==> src/rtl/uart_rx_packet_parser.sv <==
// Frames the UART receiver byte stream into SOF/LEN/payload/CHK packets and
// releases checksum-verified payloads on a valid/ready stream.
// Optional inter-byte timeout built when PARSER_TIMEOUT_EN is defined.
module uart_rx_packet_parser #(
  parameter logic [7:0]  SOF           = 8'hA5,
  parameter int unsigned MAX_LEN       = 16,
  parameter int unsigned TIMEOUT_TICKS = 320
) (
  input  logic       clk,
  input  logic       reset,
  input  logic       rx_done_ticks,
  input  logic [7:0] rx_dout,
  input  logic       s_ticks,
  output logic [7:0] m_data,
  output logic       m_valid,
  input  logic       m_ready,
  output logic       m_last,
  output logic [7:0] pkt_len,
  output logic       err_len,
  output logic       err_chk,
  output logic       err_overrun,
  output logic       err_timeout
);

  localparam int unsigned IdxW    = (MAX_LEN > 1) ? $clog2(MAX_LEN) : 1;
  localparam logic [7:0]  MaxLenB = 8'(MAX_LEN);

  typedef enum logic [2:0] {StHunt, StLen, StPayload, StChk, StOut} state_e;

  state_e          state_q, state_d;
  logic [7:0]      len_q, len_d;
  logic [7:0]      chk_q, chk_d;
  logic [IdxW-1:0] idx_q, idx_d;
  logic [IdxW-1:0] rd_idx_q, rd_idx_d, rd_next;
  logic [7:0]      m_data_q, m_data_d;
  logic            m_valid_q, m_valid_d;
  logic            m_last_q, m_last_d;
  logic [7:0]      pkt_len_q, pkt_len_d;
  logic            err_len_q, err_len_d;
  logic            err_chk_q, err_chk_d;
  logic            err_overrun_q, err_overrun_d;
  logic            wr_en;
  logic            timeout_hit;
  logic [7:0]      mem_q [MAX_LEN];

  always_comb begin
    state_d       = state_q;
    len_d         = len_q;
    chk_d         = chk_q;
    idx_d         = idx_q;
    rd_idx_d      = rd_idx_q;
    m_data_d      = m_data_q;
    m_valid_d     = m_valid_q;
    m_last_d      = m_last_q;
    pkt_len_d     = pkt_len_q;
    err_len_d     = 1'b0;
    err_chk_d     = 1'b0;
    err_overrun_d = 1'b0;
    wr_en         = 1'b0;
    rd_next       = rd_idx_q + 1'b1;
    unique case (state_q)
      StHunt: begin
        if (rx_done_ticks && (rx_dout == SOF)) state_d = StLen;
      end
      StLen: begin
        if (rx_done_ticks) begin
          if ((rx_dout == 8'd0) || (rx_dout > MaxLenB)) begin
            err_len_d = 1'b1;
            state_d   = StHunt;
          end else begin
            len_d   = rx_dout;
            chk_d   = rx_dout;
            idx_d   = '0;
            state_d = StPayload;
          end
        end
      end
      StPayload: begin
        if (rx_done_ticks) begin
          wr_en = 1'b1;
          chk_d = chk_q ^ rx_dout;
          // Hold idx on the final byte so a MAX_LEN payload never wraps it.
          if (8'(idx_q) == (len_q - 8'd1)) state_d = StChk;
          else                              idx_d   = idx_q + 1'b1;
        end
      end
      StChk: begin
        if (rx_done_ticks) begin
          if (rx_dout == chk_q) begin
            rd_idx_d  = '0;
            m_valid_d = 1'b1;
            m_data_d  = mem_q[0];
            m_last_d  = (len_q == 8'd1);
            pkt_len_d = len_q;
            state_d   = StOut;
          end else begin
            err_chk_d = 1'b1;
            state_d   = StHunt;
          end
        end
      end
      StOut: begin
        err_overrun_d = rx_done_ticks;
        if (m_ready) begin
          if (m_last_q) begin
            m_valid_d = 1'b0;
            m_last_d  = 1'b0;
            state_d   = StHunt;
          end else begin
            rd_idx_d = rd_next;
            m_data_d = mem_q[rd_next];
            m_last_d = (8'(rd_next) == (len_q - 8'd1));
          end
        end
      end
      default: state_d = StHunt;
    endcase
    if (timeout_hit) state_d = StHunt;
  end

  always_ff @(posedge clk) begin
    if (reset) begin
      state_q       <= StHunt;
      len_q         <= 8'd0;
      chk_q         <= 8'd0;
      idx_q         <= '0;
      rd_idx_q      <= '0;
      m_data_q      <= 8'd0;
      m_valid_q     <= 1'b0;
      m_last_q      <= 1'b0;
      pkt_len_q     <= 8'd0;
      err_len_q     <= 1'b0;
      err_chk_q     <= 1'b0;
      err_overrun_q <= 1'b0;
    end else begin
      state_q       <= state_d;
      len_q         <= len_d;
      chk_q         <= chk_d;
      idx_q         <= idx_d;
      rd_idx_q      <= rd_idx_d;
      m_data_q      <= m_data_d;
      m_valid_q     <= m_valid_d;
      m_last_q      <= m_last_d;
      pkt_len_q     <= pkt_len_d;
      err_len_q     <= err_len_d;
      err_chk_q     <= err_chk_d;
      err_overrun_q <= err_overrun_d;
    end
  end

  // Payload buffer is intentionally left uninitialised across reset.
  always_ff @(posedge clk) begin
    if (wr_en) mem_q[idx_q] <= rx_dout;
  end

`ifdef PARSER_TIMEOUT_EN
  localparam int unsigned     TickW    = $clog2(TIMEOUT_TICKS + 1);
  localparam logic [TickW-1:0] TickLast = TickW'(TIMEOUT_TICKS - 1);

  logic [TickW-1:0] tick_cnt_q, tick_cnt_d;
  logic             timing_active;
  logic             err_timeout_q;

  assign timing_active = (state_q == StLen) || (state_q == StPayload) || (state_q == StChk);
  // A byte arriving on the expiring tick wins over the timeout.
  assign timeout_hit   = timing_active && s_ticks && !rx_done_ticks && (tick_cnt_q == TickLast);

  always_comb begin
    tick_cnt_d = tick_cnt_q;
    if (!timing_active || rx_done_ticks || (state_d != state_q)) tick_cnt_d = '0;
    else if (s_ticks)                                             tick_cnt_d = tick_cnt_q + 1'b1;
  end

  always_ff @(posedge clk) begin
    if (reset) begin
      tick_cnt_q    <= '0;
      err_timeout_q <= 1'b0;
    end else begin
      tick_cnt_q    <= tick_cnt_d;
      err_timeout_q <= timeout_hit;
    end
  end

  assign err_timeout = err_timeout_q;
`else
  logic unused_cfg;
  assign unused_cfg  = s_ticks | (TIMEOUT_TICKS == 0);
  assign timeout_hit = 1'b0;
  assign err_timeout = 1'b0;
`endif

  assign m_data      = m_data_q;
  assign m_valid     = m_valid_q;
  assign m_last      = m_last_q;
  assign pkt_len     = pkt_len_q;
  assign err_len     = err_len_q;
  assign err_chk     = err_chk_q;
  assign err_overrun = err_overrun_q;

endmodule

==> config.mk <==
export PLATFORM = sky130hd
export DESIGN_NAME = uart_rx_packet_parser
export DESIGN_NICKNAME = d
export VERILOG_FILES = /design/src/rtl/uart_rx_packet_parser.sv
export SDC_FILE = /design/constraint.sdc
export NUM_CORES = 1
export LEC_CHECK = 0
export BUFFER_PORTS_ARGS = -buffer_cell sky130_fd_sc_hd__buf_2
export CORE_UTILIZATION = 60
export CTS_BUF_LIST = sky130_fd_sc_hd__clkbuf_16
export CTS_CLUSTER_SIZE = 20
export DETAILED_ROUTE_END_ITERATION = 10
export GPL_ROUTABILITY_DRIVEN = 0
export PLACE_DENSITY = 0.88
export SLEW_MARGIN = 20
export SYNTH_ARGS = -nofsm -noshare
export SYNTH_HDL_FRONTEND = slang
export SYNTH_SLANG_ARGS = --single-unit
==> constraint.sdc <==
create_clock -name clk -period 6.82 [get_ports clk]
set_input_delay 0.341 -clock clk [delete_from_list [all_inputs] [get_ports clk]]
set_output_delay 0.341 -clock clk [all_outputs]
set_load 0.05 [all_outputs]
==> results by group <==
GRT
  – Largest net degree at the start of global routing: 44
  – GR Util met2: 0.448
  – Number of global-route vias before repair: 4710
  – First-pass GRT wire length: 26100 um
  – Total Routing Usage GR: 0.281
  – GR Layer Usage met3: 0.0605
  – Busiest grt layer: met2
  – GRT Residual Overflow: 0
  – Met1 Use GR: 0.360
  – Initial antenna violation count: 0

Critical path
  – Slowest CP cell: buf_4
  – Setup crit end kind: flop
  – Critical path depth: 8
  – Critical path's top delay family: buffers and inverters
  – WP buf/inv: 2
  – WP data required: 7110 ps
  – Worst Setup Path Type: flop to flop
  – Worst Reg-to-Reg Cells: 8
  – Crit path launch type: flop
  – Crit path DAT: 3290 ps
  – CP startpoint: rd_idx_q[0]
  – Reg2reg start: rd_idx_q[0]
  – Critical-path cell list: buf_4, ha_1, buf_4, mux4_2, nand2_1, a21oi_1, a2111oi_0, nor3_1
  – Cell mode on critical path: buf_4
  – Worst Path Max Fanout: 36
  – CP max stage delay: 550 ps

Synth
  – Post-synth top flop: edfxtp_1
  – Ys async rst share: 0
  – Synth Area per Inst: 13.9 um^2
  – Post-synth EDFFs: 128
  – Yosys reg bits: 176
  – Cells after synthesis: 533
  – Post-synthesis cell type count: 57
  – Syn Nets: 553
  – Mapped Area: 7410 um^2
  – Seq/Total Area, Yosys: 0.648
  – Syn. warnings: 0

STA
  – Final Hold Fails: 0
  – RSZ-0062 raised after global routing: false
  – Setup TNS Final: 0 ps
  – Worst Skew: 10.9 ps
  – Final WS setup: 3820 ps
  – Slew @ Worst Pin: 1060 ps
  – Fin crit share: 0.439
  – Slew Viols, Final: 0
  – Slew margin rel.: 0.293
  – Final Critical Period: 3000 ps
  – Final setup vio count: 0
  – FMAX: 334 MHz

Min path
  – WHS Path Cells: 4
  – Hold_sp: m_ready
  – Hold Crit Class: input port to flop

Placed design
  – Placed cell areas: 7670 um^2
  – Half-perimeter wire length after placement: 9940 um
  – Pre-CTS WS: 3850 ps
  – Port-buffer cells: 32

Job
  – MaxCap Viol Count: 0

Run status
  – Status: complete, no violations

CTS
  – Post-cts resize count: 0
  – Root buffer cell: clkbuf_16
  – CTS tree: done
  – CTS buffer count: 17
  – Sink Count: 176
  – Longest Clk Path Bufs: 2
  – Hold buffer count at cts: 0
  – Post-CTS setup buffer count: 0
  – CTS H-tree lvls: 4
  – Worst skew pair latency: 430 ps
  – Clock slew at reported path FFs: 70 ps

Route
  – Vias/cell: 6.61
  – First-pass detailed-route iteration total: 5
  – Vias: 4764
  – Drt initial violations: 562
  – Total wire length: 16900 um
  – Drt drc: 0
  – Routed Antenna Nets: 0
  – WL per Instance: 23.4 um

Pwr
  – Worst IR Drop VDD: 153 uV
  – Leakage: 2.82 nW
  – Pwr dens: 262 nW/um^2

Cells and area
  – Post-route design area: 8270 um^2
  – Layout fillers: 779
  – Layout cells sized above 1: 0.193
  – Most frequent cells in the layout: 128 x edfxtp_1, 60 x nand2_1, 60 x nor2_1
  – Fin nets: 581
  – Most common cell after layout, fill and taps aside: edfxtp_1
  – Area delta synth->final: 11.6%
  – Ant. Diodes: 0
  – Fin util: 0.689

Floorplan
  – Initial Utilization: 0.617
  – Die area: 12800 um^2
  – Rows: 40
  – Core area: 12000 um^2
  – # IOs: 35
  – Chip width: 113 um
  – Die Y: 113 um
-- registers in the layout, indices dropped and copies added (netlist names) --
signal	count
err_len	1
mem_q	128
m_valid	1
state_q	3
err_overrun	1
idx_q	4
chk_q	8
rd_idx_q	4
len_q	8
m_last	1
err_chk	1
m_data	8
pkt_len	8
-- power breakdown --
part           total, mW  internal, mW  switching, mW
sequential          1.14          1.14       0.000117
clock              0.990         0.551          0.439
combinational     0.0349       0.00571         0.0291
-- routing by layer --
layer	part of all wire	up-vias
li1	-	2067
met1	0.37	2342
met2	0.50	295
met3	0.085	58
met4	0.040	2
met5	0.0014	-
-- metrics by stage --
stage / instances / hold slack (ps) / power [mW]
after floorplan: 533 / 440 / 1.18
after global placement: 689 / 460 / 1.20
after detailed placement: 689 / 468 / 1.20
after CTS: 721 / 251 / 2.17
after global routing: 721 / 298 / 2.22
final: 721 / 266 / 2.17
-- cell usage after synthesis (4+ instances only) --
library cell / n / area [um^2]
buf_2: 4 / 20.0
a21oi_1: 29 / 145
nor3_1: 14 / 70.1
o21ai_0: 7 / 35.0
clkbuf_1: 20 / 75.1
mux4_2: 32 / 721
a2111oi_0: 8 / 70.1
ha_1: 7 / 87.6
nand3b_1: 4 / 30.0
a31oi_1: 5 / 31.3
mux2i_1: 15 / 150
nand2_1: 60 / 225
nand2b_1: 5 / 31.3
and2_1: 4 / 25.0
xor2_1: 7 / 61.3
dfxtp_1: 48 / 961
inv_1: 6 / 22.5
xnor2_1: 13 / 114
edfxtp_1: 128 / 3840
nand4_1: 4 / 25.0
nand3_1: 4 / 20.0
o211ai_1: 7 / 52.6
nor2_1: 60 / 225
-- worst paths after layout --
| kind | end | slack (ps) |
|---|---|---|
| worst min register to register | m_data[5] | 490 |
| worst min-delay path | state_q[2] | 270 |
| worst max-delay path | m_data[1] | 3820 |
| worst max register to register | m_data[1] | 3820 |
-- cells by family after synthesis --
| kind of cell | share of synthesized area |
|---|---|
| other | 0.000506 |
| flip-flops | 0.648 |
| XOR/XNOR | 0.0267 |
| multiplexers | 0.121 |
| adder cells (fa/ha/maj) | 0.0118 |
| AO/OA/AOI/OAI | 0.0594 |
| buffers and inverters | 0.0189 |
| AND/OR/NAND/NOR | 0.114 |
-- worst register-to-register path, delay by kind of cell (launching register included) --
kind	cells	cell delay, ps
buffers and inverters	2	980
AO/OA/AOI/OAI	2	600
multiplexers	1	430
adder cells (fa/ha/maj)	1	330
flip-flops	1	320
AND/OR/NAND/NOR	2	190
-- cell type report --
type | instances | area (um^2) | area share
sequential | 176 | 4810 | 0.581
multi-input combinational | 324 | 2470 | 0.298
clock buffer | 17 | 425 | 0.0514
timing repair buffer | 36 | 190 | 0.0230
tap | 147 | 184 | 0.0222
clock inverter | 15 | 176 | 0.0213
inverter | 6 | 22.5 | 0.00272
No activity file was read; power rests on OpenSTA's default activity.
